**src/rtl/gray_count_monitor.sv**
```systemverilog
// gray_count_monitor
//   Consumes the Gray count of an upstream counter. The count passes through
//   a synchroniser chain and is converted to binary. Each sampled transition
//   is classified as hold, single step, wrap or error. A three-state FSM
//   tracks warm-up, healthy tracking and latched fault. A saturating counter
//   holds the number of errors seen since reset or the last clear.
//
// Ports
//   clk        in   sole clock, rising edge
//   rst        in   synchronous active-high reset
//   gray_in    in   [WIDTH-1:0] Gray count from the upstream counter
//   err_clr    in   clears the fault state and err_cnt
//   bin_out    out  [WIDTH-1:0] registered binary value of the synchronised input
//   bin_valid  out  bin_out holds a real sample (low during warm-up)
//   step       out  one-cycle pulse: value advanced by exactly +1 (mod 2^WIDTH)
//   wrap       out  one-cycle pulse: all-ones to zero (step is high as well)
//   err        out  one-cycle pulse: any change other than hold or +1
//   fault      out  high while the FSM is in FAULT
//   err_cnt    out  [7:0] errors since reset/clear, saturating at 255
//   state_dbg  out  [1:0] FSM state: 0 = WARMUP, 1 = TRACK, 2 = FAULT
//
// Handshake: none. Every cycle is a sample; there is no valid/ready flow
// control and no backpressure, so one classification is made per edge.
module gray_count_monitor #(
  parameter int WIDTH       = 8,
  parameter int SYNC_STAGES = 2
) (
  input  logic             clk,
  input  logic             rst,
  input  logic [WIDTH-1:0] gray_in,
  input  logic             err_clr,
  output logic [WIDTH-1:0] bin_out,
  output logic             bin_valid,
  output logic             step,
  output logic             wrap,
  output logic             err,
  output logic             fault,
  output logic [7:0]       err_cnt,
  output logic [1:0]       state_dbg
);

  typedef enum logic [1:0] {
    WARMUP = 2'd0,
    TRACK  = 2'd1,
    FAULT  = 2'd2
  } state_t;

  state_t           state_q, state_d;
  logic [WIDTH-1:0] sync_q [SYNC_STAGES];
  logic [WIDTH-1:0] sync_d [SYNC_STAGES];
  logic [2:0]       warm_cnt_q, warm_cnt_d;
  logic [WIDTH-1:0] bin_q, bin_d;
  logic             valid_q, valid_d;
  logic             step_q, step_d;
  logic             wrap_q, wrap_d;
  logic             err_q, err_d;
  logic [7:0]       err_cnt_q, err_cnt_d;

  logic [WIDTH-1:0] g;
  logic [WIDTH-1:0] b;
  logic [WIDTH-1:0] bin_plus1;
  logic             acc;
  logic             is_err;

  // Synchroniser shift chain.
  always_comb begin
    sync_d[0] = gray_in;
    for (int i = 1; i < SYNC_STAGES; i++) begin
      sync_d[i] = sync_q[i-1];
    end
  end

  assign g = sync_q[SYNC_STAGES-1];

  // Gray to binary: each binary bit is the XOR of all Gray bits at or above
  // it, accumulated from the MSB downwards.
  always_comb begin
    b   = '0;
    acc = 1'b0;
    for (int i = WIDTH - 1; i >= 0; i--) begin
      acc  = acc ^ g[i];
      b[i] = acc;
    end
  end

  assign bin_plus1 = bin_q + WIDTH'(1);

  always_comb begin
    state_d    = state_q;
    warm_cnt_d = warm_cnt_q;
    bin_d      = bin_q;
    valid_d    = valid_q;
    step_d     = 1'b0;
    wrap_d     = 1'b0;
    err_d      = 1'b0;
    err_cnt_d  = err_cnt_q;
    is_err     = 1'b0;

    case (state_q)
      WARMUP: begin
        // Wait until the first real sample has reached the chain output; the
        // load edge itself is not classified.
        if (warm_cnt_q == 3'(SYNC_STAGES)) begin
          bin_d   = b;
          valid_d = 1'b1;
          state_d = TRACK;
        end else begin
          warm_cnt_d = warm_cnt_q + 3'd1;
        end
      end

      TRACK, FAULT: begin
        bin_d = b;
        if (b == bin_q) begin
          is_err = 1'b0;
        end else if (b == bin_plus1) begin
          step_d = 1'b1;
          wrap_d = &bin_q;
        end else begin
          is_err = 1'b1;
        end
        err_d = is_err;

        // An error arriving together with a clear wins: the clear empties
        // the count and this error is then its first entry.
        if (is_err) begin
          state_d = FAULT;
          if (err_clr) begin
            err_cnt_d = 8'd1;
          end else if (err_cnt_q != 8'hFF) begin
            err_cnt_d = err_cnt_q + 8'd1;
          end
        end else if (err_clr) begin
          err_cnt_d = 8'd0;
          state_d   = TRACK;
        end
      end

      default: state_d = WARMUP;
    endcase
  end

  always_ff @(posedge clk) begin
    if (rst) begin
      state_q    <= WARMUP;
      warm_cnt_q <= 3'd0;
      bin_q      <= '0;
      valid_q    <= 1'b0;
      step_q     <= 1'b0;
      wrap_q     <= 1'b0;
      err_q      <= 1'b0;
      err_cnt_q  <= 8'd0;
      for (int i = 0; i < SYNC_STAGES; i++) begin
        sync_q[i] <= '0;
      end
    end else begin
      state_q    <= state_d;
      warm_cnt_q <= warm_cnt_d;
      bin_q      <= bin_d;
      valid_q    <= valid_d;
      step_q     <= step_d;
      wrap_q     <= wrap_d;
      err_q      <= err_d;
      err_cnt_q  <= err_cnt_d;
      for (int i = 0; i < SYNC_STAGES; i++) begin
        sync_q[i] <= sync_d[i];
      end
    end
  end

  assign bin_out   = bin_q;
  assign bin_valid = valid_q;
  assign step      = step_q;
  assign wrap      = wrap_q;
  assign err       = err_q;
  assign fault     = (state_q == FAULT);
  assign err_cnt   = err_cnt_q;
  assign state_dbg = state_q;

endmodule

```
**config.mk**
```make
export PLATFORM = sky130hd
export DESIGN_NAME = gray_count_monitor
export DESIGN_NICKNAME = d
export VERILOG_FILES = /design/src/rtl/gray_count_monitor.sv
export SDC_FILE = /design/constraint.sdc
export NUM_CORES = 1
export LEC_CHECK = 0
export BUFFER_PORTS_ARGS = -buffer_cell sky130_fd_sc_hd__buf_4
export CAP_MARGIN = 20
export CORE_AREA = 2 2 64 66
export CTS_BUF_LIST = sky130_fd_sc_hd__clkbuf_4
export DETAILED_ROUTE_END_ITERATION = 12
export DIE_AREA = 0 0 66 68
export PLACE_DENSITY = 0.92
export SETUP_SLACK_MARGIN = 0.02
export SLEW_MARGIN = 25
export SYNTH_ARGS = -nofsm -noshare
export SYNTH_HDL_FRONTEND = slang
export SYNTH_SLANG_ARGS = --single-unit
```
**constraint.sdc**
```tcl
create_clock -name clk -period 9 [get_ports clk]
set_input_delay 1.8 -clock clk [delete_from_list [all_inputs] [get_ports clk]]
set_output_delay 1.8 -clock clk [all_outputs]
set_load 0.1 [all_outputs]
```
; Word level (Yosys, flattened, before mapping)
; Memories as Yosys holds them, arrays and structs flattened.
; Index checks and enable logic that the tools add are counted.
[classes]
add_sub_neg = 3
eq_ne = 8
mux = 19
bitwise = 12
n_reduce_logical = 14
[op_table]
columns = operator, n
row1 = 2-to-1 mux 8 bit, 7
row2 = "adder 8 x 1 -> 8 bit, second input constant", 2
row3 = == test 8 bit, 2
row4 = one-hot mux 8 bit (2 select lines), 1
row5 = "inequality test 8 bit, second input constant", 1
row6 = AND reduction 2 bit, 4
row7 = AND reduction 8 bit, 1
row8 = 2-to-1 mux 1 bit, 7
row9 = bitwise XOR 1 bit, 7
row10 = 2-to-1 mux 2 bit, 3
row11 = nonzero test 2 bit, 3
row12 = one-hot mux 2 bit (2 select lines), 1
row13 = OR reduction 2 bit, 2
row14 = OR reduction 4 bit, 1
row15 = "adder 3 x 1 -> 3 bit, second input constant", 1
row16 = "== test 3 x 2 -> 1 bit, second input constant", 1
row17 = "inequality test 3 bit, second input constant", 1
row18 = NOT 1 bit, 3
row19 = AND reduction 3 bit, 1
row20 = OR reduction 3 bit, 1
row21 = "== test 2 x 1 -> 1 bit, second input constant", 1
row22 = "== test 2 bit, second input constant", 1
row23 = zero test 2 bit, 1
row24 = "inequality test 2 bit, second input constant", 1
row25 = bitwise OR 1 bit, 2
[word_totals]
reg_bits = 25
mem_bits_rw = 16
output_inout_bits = 23
memories = 1
[memory_table]
columns = name, words, width, read_ports, rd_ports_with_merged_regs, write_ports, line
row1 = sync_q, 2, 8, 2, 0, 2, 49  ; logic [WIDTH-1:0] sync_q [SYNC_STAGES];

; Logic depth before layout (Yosys ltp)
; Gate-level depths: netlist of the first run.
[depth]
ltp_word = 13
mapped_depth = 11
ltp_nobuf = 10

; Least setup slack after synthesis of the first run
; Ideal clock, no wire load.
[synth_path]
path_kind = register to output
startpoint = register state_q[1] (netlist: state_dbg[1])
endpoint = output fault
t_arrival_ps = 1909
setup_slack_ps = 5291
path_stages_with_launch = 2
path_buffers = 0
cell_sequence = dfxtp_1 -> ha_1
[synth_between]
elab_chain_len = 1
[synth_rtl]
columns = item, line
row1 = from (decl), 48  ; state_t state_q, state_d;
row2 = from (signal assigned), 157  ; state_q <= state_d;
row3 = == test 2 bit, 176  ; assign fault = (state_q == FAULT);
row4 = to (decl), 37  ; output logic fault,
; Every way passes these cells.

==> flow_summary_export.csv, run 1 <==
group,metric,value,unit
synthesis,ys_seq_elements,41,
detailed_routing,avgViaCountPerCell,5.55,
placement,place_congestion,0.924,
power_and_ir_drop,power,0.782,mW
setup_path,crit_type,"flop to flop",
cells_and_area,area_growth,13.1,%
timing,maxSlewHeadroom,0.364,
cells_and_area,fillCellCount,309,
clock_tree,clk_latency,0.36,ns
timing,fmaxAchievable,315,MHz
placement,io_buffers,33,
cells_and_area,final_cell_mix,"dfxtp_1, buf_4, nor2_1, nor2b_1, nand2_1",
synthesis,syn_inst,251,
setup_path,worst_r2r_startpoint,"sync_q[0][15]$_SDFF_PP0_",
timing,rsz0062_at_grt,"no",
synthesis,avgSynthCellArea,9.06,um2
global_routing,grt_max_degree,43,
timing,final_max_slew_viol_count,0,
detailed_routing,route.detailed.drc,0,
floorplanning,die_x,66,um
global_routing,grt_pass1_vias,1610,
synthesis,async_reset_ff_frac,0,
power_and_ir_drop,power.density,304,mW/mm2
clock_tree,cts_resized,0,
clock_tree,clock-sinks,41,
floorplanning,die_y,68,um
setup_path,crit_path_end_kind,"flop",
detailed_routing,first_pass_iters,4,
clock_tree,cts.path.max_buffers,2,
clock_tree,post-cts-setup-buffers,0,
floorplanning,num_io_pins,34,
status,status,"finished clean",
cells_and_area,utilization,0.667,
clock_tree,cts_tree,"done",
clock_tree,hold_buffers,0,
power_and_ir_drop,vdd_drop_max,0.000140,V
detailed_routing,drt_wl_total,4300,um
floorplanning,fp-row-count,23,
cells_and_area,antennaDiodeCount,0,
setup_path,reg2reg_depth,9,
synthesis,syn_area,0.00227,mm2
timing,fin_crit_sh,0.352,
min_path,hp-class,"flop to flop",
timing,setup_ws,5.83,ns
timing,hold_violations,0,
detailed_routing,final_antenna_net_count,0,
cells_and_area,layout-drive-gt1-share,0.193,
clock_tree,cts-root-buf,"clkbuf_4",
timing,tightest_slew,0.951,ns
clock_tree,cts_buffers,5,
cells_and_area,final_nets,292,
setup_path,path_cells,"xnor3_2, xnor3_2, xnor2_1, nand4_1, a211oi_2, a31oi_2, or2_1, and2_4, a211o_1",
synthesis,syn_nets,269,
synthesis,synth-warning-count,0,
global_routing,grt_overflow,0,
timing,timing.setup.tns,0,ns
synthesis,synth_ff_type,"dfxtp_1",
run,maxCapViolations,0,
cells_and_area,final_common_cell,"dfxtp_1",
synthesis,ys_seq_area_frac,0.361,
synthesis,yosysUniqueCellTypes,58,
setup_path,cp.arrival,3.44,ns
setup_path,startpoint_type,"flop",
min_path,hold_depth,1,
timing,finalCriticalPeriod,3.17,ns
setup_path,critPathRequiredTime,9.27,ns
global_routing,grt_use_total,0.206,
clock_tree,clk_pin_slew,0.13,ns
placement,dp_hpwl,3060,um
setup_path,critPathMaxFanout,7,
timing,fin_skew,0.0186,ns
min_path,hold_path.startpoint,"sync_q[0][6]$_SDFF_PP0_",
timing,hold_slack,0.447,ns
detailed_routing,wire_per_inst,13.2,um
detailed_routing,vias,1805,
min_path,min_to,"sync_q[0][14]$_SDFF_PP0_",
floorplanning,dieArea,0.00449,mm2
setup_path,rrSetupSlack,5.83,ns
setup_path,cp_slowest_stage_delay,0.56,ns
synthesis,synth_edf_count,0,
global_routing,grt_antenna_before_repair,0,
placement,preCtsSetupSlack,5.85,ns
timing,setup_violations,0,
setup_path,slowest_stage,"xnor3_2",
setup_path,cpMostUsedCell,"xnor3_2",
setup_path,reg2reg_to,"err_cnt[0]$_SDFFE_PP0P_",
floorplanning,core_area,0.00386,mm2
clock_tree,ctsHtreeMaxLevel,2,
detailed_routing,drt-initial-drc-count,133,
power_and_ir_drop,p_leak,1.05,nW
global_routing,grt_pass1_wl,7160,um
floorplanning,initial_utilization,0.590,
-- stage by stage --
step	std cells	cell area [um2]
floorplan	251	2270
global placement	317	2490
detailed placement	317	2490
CTS	325	2570
global route	325	2570
finish	325	2570
-- registers in the layout, indices dropped and copies added (netlist names) --
register and cells:
sync_q 16, bin_out 8, err_cnt 8, warm_cnt_q 3
state_dbg 2, bin_valid 1, err 1, step 1
wrap 1
-- logic make-up after synthesis --
kind of cell    share of synthesized area
simple gates                        0.249
flops                               0.361
compound gates                      0.136
buf+inv                            0.0583
xor+xnor                            0.126
mux                                0.0308
fa+ha+maj                          0.0385
-- synthesized netlist by cell type, types with 2 or more instances --
cell	count	area share
nor2b_1	22	0.061
dfxtp_1	41	0.36
a211oi_1	5	0.017
and3_1	2	0.0055
a31o_1	2	0.0077
o21a_1	2	0.0066
nand3_1	10	0.022
inv_1	11	0.018
nor3_1	6	0.013
or3_1	3	0.0083
xnor2_1	11	0.042
nor2_1	22	0.036
nand4_1	4	0.011
ha_1	7	0.039
xor2_1	6	0.023
nand3b_1	2	0.0066
nand2_1	16	0.026
a22oi_1	3	0.0099
nor3b_1	2	0.0066
a31oi_1	7	0.019
xnor3_2	2	0.021
o21ai_0	3	0.0066
or4_1	5	0.017
mux2i_1	7	0.031
buf_6	3	0.015
a21oi_1	5	0.011
clkbuf_1	11	0.018
-- worst max-delay path: cells and delay by family, from the launching register on --
family | cells | cell delay [ns]
xor+xnor | 3 | 1.24
compound gates | 3 | 0.72
simple gates | 3 | 0.63
flops | 1 | 0.50
-- power by group --
group | total (mW) | leakage [nW] | switching, mW | internal (mW)
registers | 0.252 | 0.336 | 0.0425 | 0.209
logic | 0.411 | 0.672 | 0.286 | 0.125
clock network | 0.120 | 0.0389 | 0.0621 | 0.0575
total | 0.782 | 1.05 | 0.390 | 0.392
-- per-layer routing --
metal	share of wire	up-vias	global-route usage
met5	0	-	0
met4	0.021	0	0.0842
met3	0.036	10	0.0493
met2	0.49	38	0.337
met1	0.45	839	0.263
li1	-	918	-
-- how the worst max path moves through the flow --
stage | start | to | slack (ns) | cells after the start
floorplan | state_dbg[1]$_SDFFE_PP0P_ | fault | 5.29 | 1
global placement | sync_q[0][15]$_SDFF_PP0_ | err_cnt[0]$_SDFFE_PP0P_ | 5.97 | 9
detailed placement | sync_q[0][15]$_SDFF_PP0_ | err_cnt[0]$_SDFFE_PP0P_ | 5.85 | 9
CTS | sync_q[0][15]$_SDFF_PP0_ | err_cnt[0]$_SDFFE_PP0P_ | 5.84 | 9
global route | sync_q[0][15]$_SDFF_PP0_ | err_cnt[0]$_SDFFE_PP0P_ | 5.60 | 9
finish | sync_q[0][15]$_SDFF_PP0_ | err_cnt[0]$_SDFFE_PP0P_ | 5.83 | 9
-- layout make-up --
cell class	instances	area, um2	area share
flip-flops and latches	41	821	0.319
inverters	11	41.3	0.0161
multi-input cells	182	1320	0.514
well taps	50	62.6	0.0243
repair buffers	33	248	0.0963
clock buffers	5	37.5	0.0146
clock inverters	3	41.3	0.0161
Note: power is estimated with default switching activity, not from simulation.
==> run 2, diff against run 1 <==
- CORE_AREA: 2 2 64 66 -> 2 2 66 68
- DIE_AREA: 0 0 66 68 -> 0 0 68 70
- PLACE_DENSITY: 0.92 -> 0.87
- clock period: 9 -> 3.2 ns (I/O delays scaled with it)
==> run 2 against run 1 <==
Effect of this change: sequential power rose to 2.8 times the previous value; die area up 6.1%; maximum frequency up 4.7%; critical path type unchanged.
==> flow_summary_export.csv, run 2 (synthesis results as in run 1) <==
group,metric,value,unit
status,status,"finished clean",
power_and_ir_drop,p_leak,1.06,nW
placement,post-place-cells,321,
min_path,hold_path.startpoint,"sync_q[0][1]$_SDFF_PP0_",
power_and_ir_drop,switching_share,0.514,
global_routing,grt_overflow,0,
detailed_routing,route.detailed.drc,0,
clock_tree,cts.path.max_buffers,2,
power_and_ir_drop,power,2.16,mW
timing,timing.setup.tns,0,ns
clock_tree,clk_latency,0.35,ns
detailed_routing,first_pass_iters,4,
timing,fin_crit_sh,0.946,
floorplanning,initial_utilization,0.549,
global_routing,grt_pass1_wl,7350,um
power_and_ir_drop,power.switching,1.11,mW
setup_path,cp.arrival,3.31,ns
global_routing,grt_pass1_vias,1668,
setup_path,worst_r2r_startpoint,"sync_q[0][15]$_SDFF_PP0_",
timing,fin_skew,0.00697,ns
cells_and_area,final_common_cell,"buf_4",
timing,fmaxAchievable,330,MHz
run,maxCapViolations,0,
detailed_routing,final_antenna_net_count,0,
power_and_ir_drop,power.density,830,mW/mm2
timing,rsz0062_at_grt,"no",
timing,hold_slack,0.447,ns
timing,final_max_slew_viol_count,0,
cells_and_area,utilization,0.629,
cells_and_area,fin_area,0.00261,mm2
floorplanning,die_y,70,um
clock_tree,cts_tree,"done",
cells_and_area,area_growth,14.5,%
cells_and_area,layoutNonFillerInstCount,330,
placement,place_congestion,0.873,
placement,io_buffers,33,
placement,preCtsSetupSlack,0.144,ns
timing,maxSlewHeadroom,0.721,
setup_path,crit_path_end_kind,"flop",
setup_path,critPathRequiredTime,3.49,ns
cells_and_area,final_cell_mix,"buf_4, dfxtp_1, nor2_1, nor2b_1, nand2_1",
floorplanning,dieArea,0.00476,mm2
clock_tree,ctsHtreeMaxLevel,2,
global_routing,grt_max_degree,43,
setup_path,startpoint_type,"flop",
floorplanning,fp-row-count,24,
clock_tree,hold_buffers,0,
placement,placed_area,0.00252,mm2
clock_tree,cts-root-buf,"clkbuf_4",
placement,dp_hpwl,3290,um
min_path,hp-class,"flop to flop",
floorplanning,num_io_pins,34,
global_routing,grt_use_total,0.203,
cells_and_area,layout-drive-gt1-share,0.230,
timing,hold_violations,0,
global_routing,grt_antenna_before_repair,0,
detailed_routing,vias,1866,
setup_path,critPathMaxFanout,12,
cells_and_area,top_register,"sync_q",
setup_path,crit_type,"flop to flop",
detailed_routing,avgViaCountPerCell,5.65,
timing,setup_ws,0.173,ns
cells_and_area,antennaDiodeCount,0,
detailed_routing,drt-initial-drc-count,126,
clock_tree,clk_pin_slew,0.12,ns
timing,setup_violations,0,
detailed_routing,wire_per_inst,13.9,um
power_and_ir_drop,clockPowerShare,0.114,
floorplanning,die_x,68,um
timing,tightest_slew,0.418,ns
cells_and_area,final_nets,295,
power_and_ir_drop,p_int,1.05,mW
detailed_routing,drt_wl_total,4590,um
clock_tree,clock-sinks,41,
clock_tree,cts_buffers,5,
power_and_ir_drop,combinationalPowerShare,0.560,
floorplanning,core_area,0.00414,mm2
power_and_ir_drop,p_seq_frac,0.327,
timing,finalCriticalPeriod,3.03,ns
setup_path,startpoint,"sync_q[0][15]$_SDFF_PP0_",
cells_and_area,largest_reg_flops,16,
power_and_ir_drop,vdd_drop_max,0.000492,V
## run 2: critical path, cell delays in order (launching register included)
cell and delay [ns]:
dfxtp_1 0.43, xor3_1 0.50, xnor2_1 0.35, o21ai_0 0.15
o221ai_1 0.30, a211oi_4 0.13, a31oi_2 0.30, o21ai_4 0.14
or4_1 0.49, a31oi_1 0.16
## run 2: final timing paths
path	to	slack [ns]	cells after the start
worst max-delay path	err_cnt[5]$_SDFFE_PP0P_	0.17	9
worst min-delay path	sync_q[0][9]$_SDFF_PP0_	0.45	1
worst max register to register	err_cnt[5]$_SDFFE_PP0P_	0.17	9
worst min register to register	sync_q[0][9]$_SDFF_PP0_	0.45	1
## run 2: area by class of cell
cell class / instances / area [um2]
Sequential cell: 41 / 828
Clock buffer: 5 / 37.5
Clock inverter: 3 / 12.5
Timing Repair Buffer: 36 / 270
Inverter: 11 / 41.3
Tap cell: 52 / 65.1
Fill cell: 359 / 1540
Multi-Input combinational cell: 182 / 1350
## run 2: repair_timing
item | CTS | global route
endpoints found under the setup margin | 0 | 9
setup buffers | 0 | 1
gates resized for setup | 0 | 8
## run 2: power groups by stage
| stage | combinational (mW) | clock [mW] | sequential, mW |
|---|---|---|---|
| after detailed placement | 1.16 | 0 | 0.717 |
| after global routing | 1.30 | 0.275 | 0.722 |
| after CTS | 1.17 | 0.255 | 0.705 |
| final | 1.21 | 0.246 | 0.706 |
| after global placement | 1.15 | 0 | 0.716 |
| after floorplan | 0.623 | 0 | 1.07 |
## run 2: layer usage
| metal | vias to the layer above | part of all wire | global-route usage |
|---|---|---|---|
| met1 | 880 | 0.43 | 0.238 |
| met3 | 8 | 0.050 | 0.0564 |
| li1 | 922 | - | - |
| met5 | - | 0 | 0 |
| met2 | 56 | 0.51 | 0.343 |
| met4 | 0 | 0.018 | 0.0756 |
==> run 3, diff against run 2 <==
- ABC_AREA: unset -> 1
- PLACE_DENSITY: 0.87 -> 0.89
==> run 3 against run 2 <==
Effect of this change: cell count grew 22%; combinational power grew 48%; utilization grew 1.8 points; register-to-register slack gained 0.62 ns; critical path depth grew 8; sequential power grew 12%; area after synthesis grew 2.4%; maximum frequency grew 26%; clock-buffer cell count is the same; clock skew grew 0.0041 ns; final area grew 2.8%; wire length shrank 4.1%.
==> flow_summary_export.csv, run 3 <==
group,metric,value,unit
clock_tree,clk_pin_slew,0.13,ns
cells_and_area,fin_area,0.00268,mm2
cells_and_area,final_common_cell,"inv_1",
detailed_routing,drt_wl_total,4400,um
clock_tree,ctsHtreeMaxLevel,2,
cells_and_area,final_nets,369,
timing,final_max_slew_viol_count,0,
timing,rsz0062_at_grt,"no",
synthesis,synth_top_family_by_area,"simple AND/OR/NAND/NOR gates",
timing,maxSlewHeadroom,0.571,
setup_path,reg2reg_to,"err_cnt[7]$_SDFFE_PP0P_",
global_routing,grt_pass1_vias,1817,
min_path,min_to,"sync_q[0][14]$_SDFF_PP0_",
global_routing,grt_pass1_wl,7580,um
cells_and_area,top_register,"sync_q",
synthesis,ys_seq_elements,41,
setup_path,slowest_stage,"dfxtp_1",
power_and_ir_drop,power,2.85,mW
synthesis,synth-warning-count,0,
timing,tightest_slew,0.642,ns
cells_and_area,largest_reg_flops,16,
setup_path,worst_r2r_startpoint,"bin_out[0]$_SDFFE_PP0P_",
clock_tree,cts_buffers,5,
placement,io_buffers,33,
timing,fin_crit_sh,0.753,
floorplanning,die_y,70,um
clock_tree,clock-sinks,41,
timing,fin_skew,0.0111,ns
synthesis,synth_ff_type,"dfxtp_1",
placement,dp_hpwl,3420,um
synthesis,netlist.area_leader.share,0.352,
setup_path,critPathMaxFanout,16,
synthesis,ys_seq_area_frac,0.352,
setup_path,startpoint_type,"flop",
timing,setup_violations,0,
synthesis,synth_edf_count,0,
setup_path,path_cells,"nand3_1, nor2_1, nand2_1, xnor2_1, nand3_1, nor2_1, nand2_1, nor2_1, nand3_1, nor2_4, nand2_4, nand2_4, nand2_4, nand3_4, nand2_2, nand2_1, nor2_2",
power_and_ir_drop,vdd_drop_max,0.000518,V
synthesis,yosysUniqueCellTypes,27,
synthesis,synth.largest_area_cell,"dfxtp_1",
setup_path,cp.arrival,2.66,ns
clock_tree,post-cts-setup-buffers,0,
placement,placed_area,0.00262,mm2
placement,place_congestion,0.866,
clock_tree,cts_tree,"done",
setup_path,crit_path_end_kind,"flop",
detailed_routing,avgViaCountPerCell,5.00,
synthesis,yosysMostFrequentCell,"inv_1",
detailed_routing,route.detailed.drc,0,
global_routing,grt_max_degree,22,
detailed_routing,wire_per_inst,10.9,um
status,status,"finished clean",
floorplanning,die_x,68,um
cells_and_area,utilization,0.646,
synthesis,async_reset_ff_frac,0,
synthesis,synth_compound_area_frac,0.0516,
floorplanning,initial_utilization,0.562,
detailed_routing,final_antenna_net_count,0,
synthesis,synth_xor_area_frac,0.0602,
synthesis,yosys.area_share.simple,0.396,
detailed_routing,first_pass_iters,4,
clock_tree,cts.path.max_buffers,2,
setup_path,cp_slowest_stage_delay,0.49,ns
setup_path,critPathRequiredTime,3.45,ns
synthesis,synth_common_cells,"inv_1, nand2_1, nor2_1",
floorplanning,dieArea,0.00476,mm2
floorplanning,core_area,0.00414,mm2
cells_and_area,layout-drive-gt1-share,0.224,
run,maxCapViolations,0,
clock_tree,cts-root-buf,"clkbuf_4",
global_routing,grt_antenna_before_repair,0,
synthesis,syn_nets,334,
timing,timing.setup.tns,0,ns
synthesis,synth.area.mux_share,0,
min_path,hold_path.startpoint,"sync_q[0][6]$_SDFF_PP0_",
min_path,hold_depth,2,
power_and_ir_drop,power.density,1060,mW/mm2
synthesis,syn_inst,316,
cells_and_area,fillCellCount,361,
min_path,hp-class,"flop to flop",
cells_and_area,area_growth,15.0,%
clock_tree,cts_resized,0,
detailed_routing,vias,2019,
floorplanning,fp-row-count,24,
timing,fmaxAchievable,415,MHz
timing,hold_violations,0,
timing,finalCriticalPeriod,2.41,ns
synthesis,synth-adder-area-share,0.0376,
setup_path,reg2reg_depth,17,
synthesis,avgSynthCellArea,7.37,um2
global_routing,grt_overflow,0,
floorplanning,num_io_pins,34,
cells_and_area,final_cell_mix,"inv_1, nand2_1, nor2_1, dfxtp_1, buf_4",
setup_path,crit_type,"flop to flop",
synthesis,ys_top_cells_by_area,"dfxtp_1, inv_1, nand2_1",
synthesis,syn_area,0.00233,mm2
clock_tree,clk_latency,0.35,ns
detailed_routing,drt-initial-drc-count,102,
power_and_ir_drop,p_leak,1.30,nW
cells_and_area,antennaDiodeCount,0,
global_routing,grt_use_total,0.206,
setup_path,rrSetupSlack,0.79,ns
clock_tree,hold_buffers,0,
## run 3: changes by cell type after synthesis, moves of 7 or more
| cell | before | now |
|---|---|---|
| nand3_2 | 0 | 9 |
| nor2b_1 | 22 | 0 |
| mux2i_1 | 7 | 0 |
| nor2_1 | 22 | 46 |
| nand2_1 | 16 | 50 |
| nand2_2 | 0 | 8 |
| inv_1 | 11 | 54 |
| xnor2_1 | 11 | 4 |
| nand3_1 | 10 | 27 |
| a31oi_1 | 7 | 0 |
| clkbuf_1 | 11 | 4 |
| nand2_4 | 0 | 9 |
## run 3: how the worst max path moves through the flow
stage	startpoint	endpoint	slack, ns	depth (start not counted)
after floorplan	bin_out[0]$_SDFFE_PP0P_	err_cnt[6]$_SDFFE_PP0P_	0.26	17
after global placement	bin_out[0]$_SDFFE_PP0P_	err_cnt[4]$_SDFFE_PP0P_	0.96	17
after detailed placement	bin_out[0]$_SDFFE_PP0P_	err_cnt[7]$_SDFFE_PP0P_	0.84	17
after CTS	sync_q[0][15]$_SDFF_PP0_	err_cnt[7]$_SDFFE_PP0P_	0.81	20
after global routing	bin_out[0]$_SDFFE_PP0P_	err_cnt[0]$_SDFFE_PP0P_	0.53	17
final	bin_out[0]$_SDFFE_PP0P_	err_cnt[7]$_SDFFE_PP0P_	0.79	17
## run 3: routing by layer
metal  track usage  wire [um]
met1         0.256       1960
met2         0.342       2180
met3        0.0499        189
met4        0.0667         68
met5             0          0
## run 3: cell families after synthesis
family,Yosys count
AOI/OAI and AO/OA,22
adders and majority gates,7
buffers and inverters,61
xor gates and xnor gates,16
DFF,41
and+or+nand+nor,169
## run 3: metrics by stage
step           hold WS [ns]  cells  worst slack (ns)
2_1_floorplan         0.388    316             0.261
3_3_place_gp          0.389    396             0.957
3_5_place_dp          0.398    396             0.843
4_1_cts               0.405    404             0.809
5_1_grt               0.424    404             0.526
6_report              0.408    404             0.791
## run 3: layout make-up
cell class	count	area, um2	share of cell area
inverter	55	206	0.0771
timing repair buffer	34	255	0.0953
clock inverter	3	22.5	0.00841
tap	52	65.1	0.0243
multi-input combinational	214	1270	0.474
sequential	41	821	0.307
clock buffer	5	37.5	0.0140
## run 3: report_power, final
part / internal (mW) / switching [mW]
clock: 0.0850 / 0.179
sequential: 0.639 / 0.150
combinational: 0.462 / 1.33
## run 3: critical path, delay by kind of cell (launching register included)
| kind | cells | cell delay [ns] |
|---|---|---|
| xor gates and xnor gates | 1 | 0.16 |
| DFF | 1 | 0.49 |
| and+or+nand+nor | 16 | 1.66 |
